File: src/rtl/sealed_bid_auction_seq_if.sv
// Handshake bundle between the bid-ingest stage, the auction block and the result sink.
interface sealed_bid_auction_seq_if #(
  parameter int N_LOG = 2,
  parameter int W     = 16
);
  logic             start;
  logic             mode_2nd;
  logic             bid_valid;
  logic             bid_ready;
  logic [W-1:0]     bid_data;
  logic [N_LOG-1:0] bid_idx;
  logic             res_valid;
  logic             res_ready;
  logic [N_LOG-1:0] winner_idx;
  logic [W-1:0]     win_bid;
  logic [W-1:0]     pay_price;
  logic             busy;

  // Upstream/downstream side: issues auctions, bids and result acceptance.
  modport master (
    output start, mode_2nd, bid_valid, bid_data, res_ready,
    input  bid_ready, bid_idx, res_valid, winner_idx, win_bid, pay_price, busy
  );

  // Auction block side.
  modport slave (
    input  start, mode_2nd, bid_valid, bid_data, res_ready,
    output bid_ready, bid_idx, res_valid, winner_idx, win_bid, pay_price, busy
  );
endinterface

File: src/rtl/sealed_bid_auction_seq.sv
// Sequential sealed-bid auction: streams NB bids in index order, tracks top two,
// reports winner with first-price or second-price (Vickrey) payment.
module sealed_bid_auction_seq #(
  parameter int N_LOG = 2,
  parameter int W     = 16
) (
  input logic                  clk,
  input logic                  rst_n,
  sealed_bid_auction_seq_if.slave bus
);
  typedef enum logic [1:0] {IDLE, COLLECT, DONE} state_t;

  state_t           state, state_nxt;
  logic [N_LOG-1:0] count;
  logic [N_LOG-1:0] win_q;
  logic [W-1:0]     max_q;
  logic [W-1:0]     sec_q;
  logic             mode_q;
  logic             res_valid_q;
  logic             busy_q;
  logic             accept;
  logic             last_bid;
  logic             launch;

  assign last_bid = &count;

  always_comb begin
    state_nxt     = state;
    accept        = 1'b0;
    launch        = 1'b0;
    bus.bid_ready = 1'b0;
    bus.bid_idx   = '0;
    case (state)
      IDLE: begin
        launch = bus.start;
        if (bus.start) state_nxt = COLLECT;
      end
      COLLECT: begin
        bus.bid_ready = 1'b1;
        bus.bid_idx   = count;
        accept        = bus.bid_valid;
        if (bus.bid_valid && last_bid) state_nxt = DONE;
      end
      DONE: begin
        if (bus.res_ready) state_nxt = IDLE;
      end
      default: state_nxt = IDLE;
    endcase
  end

  always_ff @(posedge clk or negedge rst_n) begin
    if (!rst_n) begin
      state       <= IDLE;
      res_valid_q <= 1'b0;
      busy_q      <= 1'b0;
    end else begin
      state       <= state_nxt;
      res_valid_q <= (state_nxt == DONE);
      busy_q      <= (state_nxt != IDLE);
    end
  end

  // Strict '>' against max keeps the lowest index on ties; a tied max falls
  // through to the second-place compare so second ends up equal to max.
  always_ff @(posedge clk or negedge rst_n) begin
    if (!rst_n) begin
      count  <= '0;
      win_q  <= '0;
      max_q  <= '0;
      sec_q  <= '0;
      mode_q <= 1'b0;
    end else if (launch) begin
      count  <= '0;
      win_q  <= '0;
      max_q  <= '0;
      sec_q  <= '0;
      mode_q <= bus.mode_2nd;
    end else if (accept) begin
      if (!last_bid) count <= count + 1'b1;
      if (bus.bid_data > max_q) begin
        sec_q <= max_q;
        max_q <= bus.bid_data;
        win_q <= count;
      end else if (bus.bid_data > sec_q) begin
        sec_q <= bus.bid_data;
      end
    end
  end

  assign bus.res_valid  = res_valid_q;
  assign bus.busy       = busy_q;
  assign bus.winner_idx = win_q;
  assign bus.win_bid    = max_q;
  assign bus.pay_price  = mode_q ? sec_q : max_q;
endmodule
File: src/flat_wrapper.sv
// flat-port wrapper written by rule: the top's interface ports become plain ports
module sealed_bid_auction_seq_flat 
#(
  parameter int N_LOG = 2,
  parameter int W     = 16
)
  (clk, rst_n, bus_start, bus_mode_2nd, bus_bid_valid, bus_bid_data, bus_res_ready, bus_bid_ready, bus_bid_idx, bus_res_valid, bus_winner_idx, bus_win_bid, bus_pay_price, bus_busy);
  sealed_bid_auction_seq_if #(.N_LOG(N_LOG), .W(W)) bus_i ();
  input logic clk;
  input logic rst_n;
  input wire logic [$bits(bus_i.start)-1:0] bus_start;
  input wire logic [$bits(bus_i.mode_2nd)-1:0] bus_mode_2nd;
  input wire logic [$bits(bus_i.bid_valid)-1:0] bus_bid_valid;
  input wire logic [$bits(bus_i.bid_data)-1:0] bus_bid_data;
  input wire logic [$bits(bus_i.res_ready)-1:0] bus_res_ready;
  output wire logic [$bits(bus_i.bid_ready)-1:0] bus_bid_ready;
  output wire logic [$bits(bus_i.bid_idx)-1:0] bus_bid_idx;
  output wire logic [$bits(bus_i.res_valid)-1:0] bus_res_valid;
  output wire logic [$bits(bus_i.winner_idx)-1:0] bus_winner_idx;
  output wire logic [$bits(bus_i.win_bid)-1:0] bus_win_bid;
  output wire logic [$bits(bus_i.pay_price)-1:0] bus_pay_price;
  output wire logic [$bits(bus_i.busy)-1:0] bus_busy;
  assign bus_i.start = bus_start;
  assign bus_i.mode_2nd = bus_mode_2nd;
  assign bus_i.bid_valid = bus_bid_valid;
  assign bus_i.bid_data = bus_bid_data;
  assign bus_i.res_ready = bus_res_ready;
  assign bus_bid_ready = bus_i.bid_ready;
  assign bus_bid_idx = bus_i.bid_idx;
  assign bus_res_valid = bus_i.res_valid;
  assign bus_winner_idx = bus_i.winner_idx;
  assign bus_win_bid = bus_i.win_bid;
  assign bus_pay_price = bus_i.pay_price;
  assign bus_busy = bus_i.busy;
  sealed_bid_auction_seq #(.N_LOG(N_LOG), .W(W)) u_core (.clk(clk), .rst_n(rst_n), .bus(bus_i));
endmodule
File: config.mk
export PLATFORM = sky130hd
export DESIGN_NAME = sealed_bid_auction_seq_flat
export DESIGN_NICKNAME = d
export VERILOG_FILES = /design/src/rtl/sealed_bid_auction_seq_if.sv /design/src/rtl/sealed_bid_auction_seq.sv /design/src/flat_wrapper.sv
export SDC_FILE = /design/constraint.sdc
export NUM_CORES = 1
export LEC_CHECK = 0
export ABC_AREA = 1
export ABC_CLOCK_PERIOD_IN_PS = 1890
export CAP_MARGIN = 0
export CORE_MARGIN = 4
export CORE_UTILIZATION = 47
export CTS_CLUSTER_DIAMETER = 50
export DETAILED_ROUTE_END_ITERATION = 10
export PLACE_DENSITY_LB_ADDON = 0.08
export SLEW_MARGIN = 10
export SYNTH_ARGS = -nofsm -noshare
export SYNTH_HDL_FRONTEND = slang
export SYNTH_SLANG_ARGS = --single-unit
File: constraint.sdc
create_clock -name clk -period 1.89 [get_ports clk]
set_clock_uncertainty 0.1 [all_clocks]
set_input_delay 0.378 -clock clk [delete_from_list [all_inputs] [get_ports clk]]
set_output_delay 0.378 -clock clk [all_outputs]
set_load 0.02 [all_outputs]
==> reports/qor.log, run 1 <==
INFO  die            floorplan.rows=28
INFO  pwr            worst_vdd_rail_ir_drop=1.04mV
INFO  clock_network  root_buffer=sky130_fd_sc_hd__clkbuf_8
INFO  clock_network  cts_made_buffers=5
INFO  clock_network  worstSkewPairLatency=0.31ns
INFO  global_routing via_count_of_the_first_global_routing_pass=3,361
INFO  layout         most_common_cell_after_layout_fill_and_taps_aside=sky130_fd_sc_hd__nand2_1
INFO  hold_path      worstHoldStart=bus_bid_data[14]
INFO  synthesis      netlist-cell-type-count=24
INFO  worst_setup_path crit_arrival=2.22ns
INFO  layout         num-fill-cells=426
INFO  pwr            post-layout-total-power=8.17mW
INFO  placement      finalWeightedCongestion=0.905
INFO  layout         layout.cells.most_common_list=sky130_fd_sc_hd__nand2_1 (101), sky130_fd_sc_hd__buf_4 (66), sky130_fd_sc_hd__inv_1 (40)
INFO  die            die_boundary_height=87.7um
INFO  synthesis      synth_compound_area_share=10.1%
INFO  drt            antenna_viol_nets_final=0
INFO  timing         worst_slack=-0.228ns
INFO  drt            drt_drc_violations_left=0
INFO  run            drv.max_cap_violation_count=0
INFO  synthesis      synthMuxAreaShare=0%
INFO  global_routing grt-ovfl-total=0
INFO  global_routing grt_use_met2=45.5%
INFO  worst_setup_path setup.worst_path.start=u_core.bus.win_bid[13]
INFO  synthesis      ys.warnings.count=0
INFO  synthesis      synth_edf_count=0
INFO  drt            postRouteWirelength=10,000um
INFO  synthesis      postSynthRegisterBits=41
INFO  timing         timing.fmax=472MHz
INFO  die            design.die.area=7690um^2
INFO  timing         grt_setup_unrepaired=true
INFO  timing         relSlewSlack=65.7%
INFO  clock_network  tritoncts=done
INFO  drt            routed-via-count=3,391
INFO  synthesis      seq_area_frac_synth=34.4%
INFO  pwr            power_density=1710nW/um^2
INFO  layout         seqCellArea=1040um^2
INFO  synthesis      syn_nets=455
INFO  synthesis      synth-async-reset-ratio=100%
INFO  drt            drt_iter0_drc=235
INFO  synthesis      largest_family_of_logic_cells_by_synthesized_area=simple AND/OR/NAND/NOR gates
INFO  worst_setup_path ff2ff_setup_slack=-0.23ns
INFO  hold_path      min_path_cells=3
INFO  timing         final-max-slew-violation-count=0
INFO  status         status=complete, but fails checks
INFO  pwr            cellLeakagePower=2.48nW
INFO  clock_network  numClockSinks=41
INFO  synthesis      xor_xnor_share_of_the_synthesized_area=0%
INFO  global_routing grt_pass1_wl=16,100um
INFO  clock_network  max-clock-path-buffers=2
INFO  hold_path      timing.hold.worst.class=input port to flip-flop
INFO  worst_setup_path path_class=flip-flop to flip-flop
INFO  timing         timing.final.setup_violations=34
INFO  synthesis      synth_cells=400
INFO  hold_path      min_to=u_core.bus.win_bid[14]
INFO  worst_setup_path r2r-end=u_core.sec_q[9]
INFO  global_routing met1_usage=34.7%
INFO  global_routing grt_antenna_before_repair=0
INFO  timing         period_needed=2.12ns
INFO  clock_network  cts.clk_slew.worst_paths=0.09ns
INFO  die            placeableCoreArea=6030um^2
INFO  status         violated_checks=setup timing
INFO  die            die_width=87.7um
INFO  layout         post_route_cells_drive_above_1_share=37.3%
INFO  synthesis      dominantRegCellSynth=sky130_fd_sc_hd__dfrtp_1
INFO  layout         total_area_of_multi_input_combinational_cells=2030um^2
INFO  worst_setup_path crit-reg2reg-launch=u_core.bus.win_bid[13]
INFO  synthesis      synth_adder_area_share=13.8%
INFO  drt            route.detailed.vias_per_inst=5.57
INFO  drt            drt_first_pass_iters=5
INFO  global_routing gr-max-usage-layer=met2
INFO  drt            detail_route.wl_per_cell=16.5um
INFO  synthesis      synth.avg_cell_area=7.47um^2
INFO  layout         num_antenna_cells=0
INFO  timing         hold_viol=0
INFO  timing         transition_time_at_the_pin_with_the_least_slew_margin=0.514ns
INFO  layout         net_total_in_the_final_layout=588
INFO  layout         finish.instance_area=4780um^2
INFO  placement      dp.final_hpwl=6560um
INFO  global_routing grt_start_max_net_pins=30
INFO  global_routing met3_capacity_usage_during_global_routing=3.95%
INFO  worst_setup_path cp-end-kind=flip-flop
INFO  worst_setup_path r2r_cells=11
INFO  clock_network  ctsHtreeMaxLevel=2
INFO  die            top_level_ports=61
INFO  global_routing track_usage=26.8%
INFO  worst_setup_path critPathRequiredTime=2.00ns
INFO  timing         fin_crit_sh=112%
INFO  placement      port_buffers=60
INFO  die            start_util=49.6%
INFO  worst_setup_path cp_max_fo=8
INFO  placement      placedInstanceArea=4320um^2
INFO  synthesis      synthesis.area=2990um^2
INFO  layout         area_delta_synth_final=59.9%
INFO  synthesis      synth-simple-area-share=32.2%
INFO  worst_setup_path worst_setup_path_start_kind=flip-flop
## per-layer routing
metal	routed length (um)	vias up
met5	0	-
met4	182	0
met3	601	20
met2	5080	137
met1	4160	1626
li1	-	1608
## worst max-delay path by stage
stage	cells after the start	slack [ns]	endpoint
6_report	11	-0.23	u_core.sec_q[9]
5_1_grt	10	-0.32	u_core.sec_q[12]
4_1_cts	11	-0.27	u_core.bus.win_bid[12]
3_5_place_dp	11	-0.66	u_core.bus.win_bid[1]
3_3_place_gp	11	-0.62	u_core.sec_q[10]
2_1_floorplan	11	-0.09	u_core.sec_q[14]
## kinds of logic (layout without fill, tap and decap cells)
| group | Yosys count | count (layout) |
|---|---|---|
| AOI/OAI and AO/OA | 56 | 56 |
| adders and majority gates | 33 | 33 |
| buffers and inverters | 65 | 198 |
| DFF | 41 | 41 |
| and+or+nand+nor | 205 | 206 |
## Yosys cell counts, drive strengths merged, types with 2 or more instances
| library cell | n | area [um^2] |
|---|---|---|
| ha | 33 | 413 |
| nor2 | 17 | 66.3 |
| nand4 | 18 | 113 |
| buf | 8 | 72.6 |
| nand2 | 114 | 450 |
| dfrtp | 41 | 1030 |
| o21ai | 36 | 180 |
| a21oi | 15 | 75.1 |
| nand3 | 53 | 303 |
| inv | 47 | 176 |
| or2 | 2 | 12.5 |
| clkbuf | 10 | 37.5 |
| o2bb2ai | 2 | 17.5 |
## state kept, by name, indices dropped and copies added, names as in the netlist
register / flops
u_core.bus.busy: 1
u_core.count: 2
u_core.state: 2
u_core.bus.res_valid: 1
u_core.sec_q: 16
u_core.bus.win_bid: 16
u_core.mode_q: 1
u_core.bus.winner_idx: 2
## layout make-up
class                           instances  area share [%]
Sequential cell                        41            21.8
Multi-Input combinational cell        295            42.6
Timing Repair Buffer                  143            27.4
Inverter                               47            3.69
Tap cell                               75            1.96
Clock buffer                            6            1.73
Clock inverter                          2           0.786
## where the power goes
group	switching [mW]	internal (mW)	total (mW)	leakage [nW]
combinational	3.26	2.58	5.85	1.92
sequential	0.260	1.28	1.54	0.501
clock	0.351	0.430	0.781	0.0574
total	3.87	4.30	8.17	2.48
## stage by stage
step                util, %  hold WS (ns)  TNS [ns]  setup slack (ns)  cells
floorplan                 -       -0.0176     -1.59           -0.0876    400
global placement       71.6         0.272    -19.96            -0.619    590
detailed placement     71.6         0.271    -21.49            -0.659    590
CTS                    78.0         0.405     -7.79            -0.271    610
global route           79.3         0.420     -9.91            -0.322    609
finish                 79.3         0.414     -6.29            -0.228    609
## critical path, stage by stage (launching register included)
cell and delay, ns:
sky130_fd_sc_hd__dfrtp_2 0.41, sky130_fd_sc_hd__inv_1 0.11, sky130_fd_sc_hd__ha_4 0.22, sky130_fd_sc_hd__a21oi_2 0.16, sky130_fd_sc_hd__o21ai_1 0.12, sky130_fd_sc_hd__a21oi_2 0.19, sky130_fd_sc_hd__nand2_4 0.09, sky130_fd_sc_hd__nand3_4 0.14
sky130_fd_sc_hd__buf_4 0.15, sky130_fd_sc_hd__nand3_4 0.15, sky130_fd_sc_hd__nand3_1 0.13, sky130_fd_sc_hd__nand2_1 0.06
## what timing repair did
item | CTS | global route
setup buffers | 9 | 2
hold buffers | 1 | 0
setup endpoints to repair | 53 | 59
endpoints found under the hold margin | 18 | 0
pin swaps | 12 | 9
cloned | 3 | 1
gates resized for setup | 97 | 70
Note: power is estimated with default switching activity, not from simulation.
==> run 2: changes to the inputs <==
--- a/config.mk
+++ b/config.mk
@@ -10,7 +10,6 @@
 export CAP_MARGIN = 0
 export CORE_MARGIN = 4
 export CORE_UTILIZATION = 47
-export CTS_CLUSTER_DIAMETER = 50
 export DETAILED_ROUTE_END_ITERATION = 10
 export PLACE_DENSITY_LB_ADDON = 0.08
 export SLEW_MARGIN = 10
==> results of run 2 <==
No change in the layout: final DEF, timing and power equal those of run 1.
==> run 3: changes to the inputs <==
--- a/config.mk
+++ b/config.mk
@@ -8,10 +8,11 @@
 export ABC_AREA = 1
 export ABC_CLOCK_PERIOD_IN_PS = 1890
 export CAP_MARGIN = 0
-export CORE_MARGIN = 4
+export CORE_MARGIN = 3
 export CORE_UTILIZATION = 47
 export DETAILED_ROUTE_END_ITERATION = 10
 export PLACE_DENSITY_LB_ADDON = 0.08
+export RECOVER_POWER = 100
 export SLEW_MARGIN = 10
 export SYNTH_ARGS = -nofsm -noshare
 export SYNTH_HDL_FRONTEND = slang
==> run 3 against run 2 <==
Compared with the run above:
- the run still ends with setup timing left
- core utilization up 4.7 points
- design area is 5.9% higher
- sequential share of layout area shrank 1.2 points
- register-to-register slack worse by 0.12 ns
- non-clock buffer count up 12
- combinational power increased by 15%
- largest cell class unchanged
- via count increased by 11%
- maximum frequency shrank 5.5%
==> reports/qor.log, run 3 (synthesized netlist as in run 1, its figures left out) <==
INFO  worst_setup_path worst_setup_path_start_kind=flip-flop
INFO  die            top_level_ports=61 [unchanged]
INFO  global_routing grt-ovfl-total=0 [unchanged]
INFO  worst_setup_path crit_path_cells=inv_2 -> ha_1 -> nand2_4 -> nor3_4 -> nand2_2 -> nand2_4 -> buf_6 -> buf_12 -> nand3_1 -> nand2_2 -> nand3_2 -> nand2_1
INFO  layout         area_delta_synth_final=69.4%
INFO  timing         relSlewSlack=16.2% [-49 points]
INFO  timing         final-max-slew-violation-count=0 [unchanged]
INFO  timing         transition_time_at_the_pin_with_the_least_slew_margin=1.26ns [+0.742 ns]
INFO  clock_network  worstSkewPairLatency=0.31ns [about the same]
INFO  pwr            power_density=1790nW/um^2 [+4.5%]
INFO  global_routing track_usage=31.0% [+4.3 points]
INFO  timing         hold_slack=0.419ns [+0.00531 ns]
INFO  worst_setup_path worst_path_buf_inv=3 [+1]
INFO  timing         worst_slack=-0.352ns [-0.124 ns]
INFO  global_routing grt_start_max_net_pins=28 [-6.7%]
INFO  status         status=complete, but fails checks
INFO  placement      place_inst=592 [+0.34%]
INFO  worst_setup_path worst_path_max_delay_cell=sky130_fd_sc_hd__dfrtp_2
INFO  timing         timing.final.setup_violations=36 [+5.9%]
INFO  drt            route.detailed.vias_per_inst=6.04 [+8.4%]
INFO  clock_network  ctsHtreeMaxLevel=2 [unchanged]
INFO  drt            detail_route.wl_per_cell=20.1um [+22%]
INFO  run            drv.max_cap_violation_count=0 [unchanged]
INFO  timing         fin_tns_setup=-8.89ns [-2.60 ns]
INFO  global_routing via_count_of_the_first_global_routing_pass=3,805 [+13%]
INFO  worst_setup_path crit_arrival=2.39ns [+0.17 ns]
INFO  timing         fin_crit_sh=119% [+6.6 points]
INFO  die            placeableCoreArea=6030um^2 [unchanged]
INFO  worst_setup_path cell_family_contributing_the_most_delay_on_the_critical_path=simple AND/OR/NAND/NOR gates
INFO  drt            postRouteWirelength=12,500um [+25%]
INFO  timing         period_needed=2.24ns [+0.124 ns]
INFO  clock_network  max-clock-path-buffers=2 [unchanged]
INFO  timing         timing.fmax=446MHz [-5.5%]
INFO  global_routing grt_antenna_before_repair=0 [unchanged]
INFO  die            floorplan.rows=28 [unchanged]
INFO  die            start_util=49.6% [unchanged]
INFO  placement      dp.final_hpwl=6460um [-1.7%]
INFO  drt            drt_drc_violations_left=0 [unchanged]
INFO  layout         num_antenna_cells=0 [unchanged]
INFO  pwr            worst_vdd_rail_ir_drop=1.05mV [+0.58%]
INFO  layout         post_route_cells_drive_above_1_share=47.6% [+10 points]
INFO  hold_path      worstHoldStart=u_core.bus.winner_idx[1]
INFO  timing         grt_setup_unrepaired=true
INFO  clock_network  tritoncts=done
INFO  layout         net_total_in_the_final_layout=600 [+2.0%]
INFO  drt            drt_first_pass_iters=5 [unchanged]
INFO  placement      placedInstanceArea=4320um^2 [about the same]
INFO  clock_network  numClockSinks=41 [unchanged]
INFO  clock_network  root_buffer=sky130_fd_sc_hd__clkbuf_8
INFO  die            die_boundary_height=85.7um [-2.3%]
INFO  worst_setup_path setup.worst_path.start=u_core.bus.win_bid[14]
INFO  worst_setup_path crit-reg2reg-launch=u_core.bus.win_bid[14]
INFO  status         violated_checks=setup timing
INFO  placement      dp_slack=-0.648ns [+0.0102 ns]
INFO  pwr            post-layout-total-power=9.05mW [+11%]
INFO  clock_network  cts_made_buffers=5 [unchanged]
INFO  die            design.die.area=7350um^2 [-4.5%]
INFO  worst_setup_path cp-end-kind=flip-flop
INFO  drt            routed-via-count=3,750 [+11%]
INFO  placement      finalWeightedCongestion=0.906 [+0.17%]
INFO  layout         final_core_utilization=84.0% [+4.7 points]
INFO  die            die_width=85.7um [-2.3%]
INFO  layout         layoutNonFillerInstCount=621 [+2.0%]
INFO  pwr            cellLeakagePower=2.44nW [-1.8%]
INFO  worst_setup_path critPathRequiredTime=2.04ns [+0.04 ns]
INFO  layout         finish.instance_area=5060um^2 [+5.9%]
INFO  placement      port_buffers=60 [unchanged]
INFO  clock_network  cts.clk_slew.worst_paths=0.09ns [about the same]
INFO  drt            drt_iter0_drc=377 [+60%]
INFO  worst_setup_path critical_path.max_stage_delay=0.39ns [-0.02 ns]
INFO  timing         hold_viol=0 [unchanged]
INFO  worst_setup_path cp_max_fo=16 [+8]
INFO  worst_setup_path path_class=flip-flop to flip-flop
INFO  hold_path      timing.hold.worst.class=flip-flop to flip-flop
INFO  layout         most_common_cell_after_layout_fill_and_taps_aside=sky130_fd_sc_hd__nand2_1
INFO  layout         layout.cells.most_common_list=sky130_fd_sc_hd__nand2_1 (78), sky130_fd_sc_hd__buf_4 (73), sky130_fd_sc_hd__inv_1 (38)
INFO  global_routing grt_pass1_wl=18,100um [+13%]
INFO  drt            antenna_viol_nets_final=0 [unchanged]
-- run 3: cell types whose count changed in the layout (fill, tap and decap cells not counted), moves of 5 or more --
cell	change
sky130_fd_sc_hd__o21ai_1	-7
sky130_fd_sc_hd__ha_4	+6
sky130_fd_sc_hd__o21ai_2	+6
sky130_fd_sc_hd__dlymetal6s2s_1	-9
sky130_fd_sc_hd__clkbuf_1	+12
sky130_fd_sc_hd__buf_4	+7
sky130_fd_sc_hd__a21oi_1	-6
sky130_fd_sc_hd__nand2_2	+22
sky130_fd_sc_hd__a21oi_2	+6
sky130_fd_sc_hd__ha_1	-6
sky130_fd_sc_hd__clkdlybuf4s50_1	-5
sky130_fd_sc_hd__nand3_1	-5
sky130_fd_sc_hd__nand2_1	-23
-- run 3: timing repair --
item	CTS	global route
endpoints found under the setup margin	53	60
gates cloned	5	1
buffers inserted	13	5
gates resized for setup	138	94
pin swaps	30	22
hold endpoints to repair	18	0
hold buffers	1	0
-- run 3: report_power, final --
| part | switching (mW) | total (mW) | internal (mW) |
|---|---|---|---|
| logic | 3.88 | 6.71 | 2.83 |
| registers | 0.279 | 1.56 | 1.28 |
| clock network | 0.347 | 0.779 | 0.431 |
| total | 4.51 | 9.05 | 4.54 |
-- run 3: worst paths after layout --
check | end | slack, ns | depth (start not counted)
max reg2reg | u_core.sec_q[3] | -0.35 | 12
min reg2reg | u_core.bus.winner_idx[1] | 0.42 | 2
max | u_core.sec_q[3] | -0.35 | 12
min | u_core.bus.winner_idx[1] | 0.42 | 2
min in group asynchronous | u_core.bus.win_bid[6] | 0.75 | 2
max in group asynchronous | u_core.bus.win_bid[13] | 0.08 | 3
-- run 3: metal layers --
| metal | vias up | share of wire, % | GRT usage, % |
|---|---|---|---|
| met2 | 268 | 48 | 53.5 |
| li1 | 1632 | - | - |
| met4 | 0 | 6.5 | 13.4 |
| met3 | 98 | 8.9 | 6.72 |
| met5 | - | 0 | 0 |
| met1 | 1752 | 37 | 37.2 |
-- run 3: final cells by class --
type	count	area, um^2
clock buffer	7	86.3
clock inverter	1	30.0
fill	349	966
inverter	47	176
multi-input combinational	295	2310
sequential	41	1040
tap	75	93.8
timing repair buffer	155	1320
-- run 3: tightest hold or removal path: cells and delay by family, from the launching register on --
kind,cells,cell delay (ns)
flops,1,0.37
simple gates,2,0.13
==> edit (config.mk and constraints of run 3) <==
The 3 states of `state_t` get a one-hot encoding in 3 bits.
--- a/src/rtl/sealed_bid_auction_seq.sv
+++ b/src/rtl/sealed_bid_auction_seq.sv
@@ -9,5 +9,5 @@
   sealed_bid_auction_seq_if.slave bus
 );
-  typedef enum logic [1:0] {IDLE, COLLECT, DONE} state_t;
+  typedef enum logic [2:0] {IDLE = 3'b001, COLLECT = 3'b010, DONE = 3'b100} state_t;
 
   state_t           state, state_nxt;
Check against the original RTL: no difference found for any inputs over 10 cycles, from zero or initial values and one cycle with rst_n low; not proved beyond that.
==> edit against run 3 <==
  * The run still ends with setup timing left
  * Worst setup slack improved by 0.17 ns
  * Combinational power decreased by 13%
  * Routed wire length decreased by 16%
  * Power decreased by 11%
  * Sequential cell count increased by 1
  * Area after synthesis increased by 9.7%
  * Final area increased by 1.8%
  * Worst hold slack improved by 0.020 ns
  * Global-route usage decreased by 3.0 points
  * Largest cell class unchanged
==> edit: results (changes against run 3) <==
- Final WL: 10500 um (-16%)
- Non-Filler Instances: 641 (+3.2%)
- Largest net degree at the start of global routing: 26 (-7.1%)
- Vias after detailed routing: 3370 (-10%)
- Synth top cells by count: 101 x nand2_1, 50 x inv_1, 41 x dfrtp_1
- Setup TNS Final: -5.15 ns (+3.74 ns)
- Sequential share of the synthesized area: 32.1% (-2.2 points)
- Gates resized, CTS repair: 135 (-2.2%)
- Clk pwr: 0.749 mW (-3.9%)
- Syn Nets: 460 (+1.1%)
- Largest cells by area after synthesis: dfrtp_1 31%, ha_1 13%, nand2_1 12%, nand3_2 7.3%, inv_1 5.7%
- Worst setup slack after layout: -0.181 ns (+0.171 ns)
- VDD IR max: 0.820 mV (-22%)
- Placed insts: 621 (+4.9%)
- Vias in the first global route: 3572 (-6.1%)
- Worst-skew pair later-pin latency: 0.30 ns
- Net Switching: 3.77 mW (-16%)
- Crit path max fanout: 6 (-10)
- Worst r2r src: u_core.bus.win_bid[10]$_DFFE_PN0P_
- Status: finished, violations left
- Pwr/cell area: 1570 mW/mm^2 (-12%)
- Share of power burned in registers: 18.9% (+1.6 points)
- Worst R2R Path Depth: 11 (-1)
- GR Layer Usage met1: 35.1% (-2.1 points)
- Worst EP arrival: 2.20 ns (-0.19 ns)
- CP endpoint: u_core.bus.win_bid[14]$_DFFE_PN0P_
- Met3 usage: 4.61% (-2.1 points)
- DR WL met2: 5170 um (-13%)
- Met2 Use GR: 48.2% (-5.4 points)
- Total leakage power: 2.55 nW (+4.6%)
- Fill cells: 424 (+21%)
- Routability congestion estimate from global placement: 0.840 (-7.4%)
- Nets: 602 (+0.33%)
- Yosys Warn Count: 0 (unchanged)
- First-pass GRT wire length: 17200 um (-5.0%)
- Violated checks: setup timing
- Detailed-placement wirelength estimate: 6750 um (+4.6%)
- Final setup fails: 34 (-5.6%)
- Yosys cell types: 31 (+29%)
- GR Util All Layers: 28.0% (-3.0 points)
- Share of layout cells above drive strength 1: 44.9% (-2.7 points)
- Min Hold Slack: 0.439 ns (+0.0196 ns)
- WL met3: 539 um (-52%)
- 1st-iter DRT viols: 191 (-49%)
- Mean Syn Cell Area: 8.09 um^2 (+8.4%)
- Max incr delay on CP: 0.38 ns
## edit: area by class of cell
cell class / instances / area (um^2) / area share, %
clock buffer: 5 / 68.8 / 1.34
clock inverter: 3 / 45.0 / 0.874
inverter: 52 / 195 / 3.79
multi-input combinational: 293 / 2240 / 43.6
sequential: 42 / 1070 / 20.7
tap: 93 / 116 / 2.26
timing repair buffer: 153 / 1410 / 27.4
## edit: cell families (layout without fill, tap and decap cells)
logic type      count (synthesis)  count (layout)  synth area share [%]
simple gates                  203             204                  33.8
flops                          42              42                  32.1
compound gates                 56              56                  10.8
fa+ha+maj                      33              33                  12.6
buf+inv                        71             213                  10.7
## edit: metrics by stage
step,worst slack (ns),cell area (um^2)
2_1_floorplan,-0.0947,3360
3_3_place_gp,-0.620,4610
3_5_place_dp,-0.648,4610
4_1_cts,-0.119,5170
5_1_grt,-0.270,5150
6_report,-0.181,5150
## edit: tightest hold or removal path: stages (launching register included)
cell and delay (ns):
dfrtp_1 0.36, nand3_1 0.07, o21ai_1 0.07
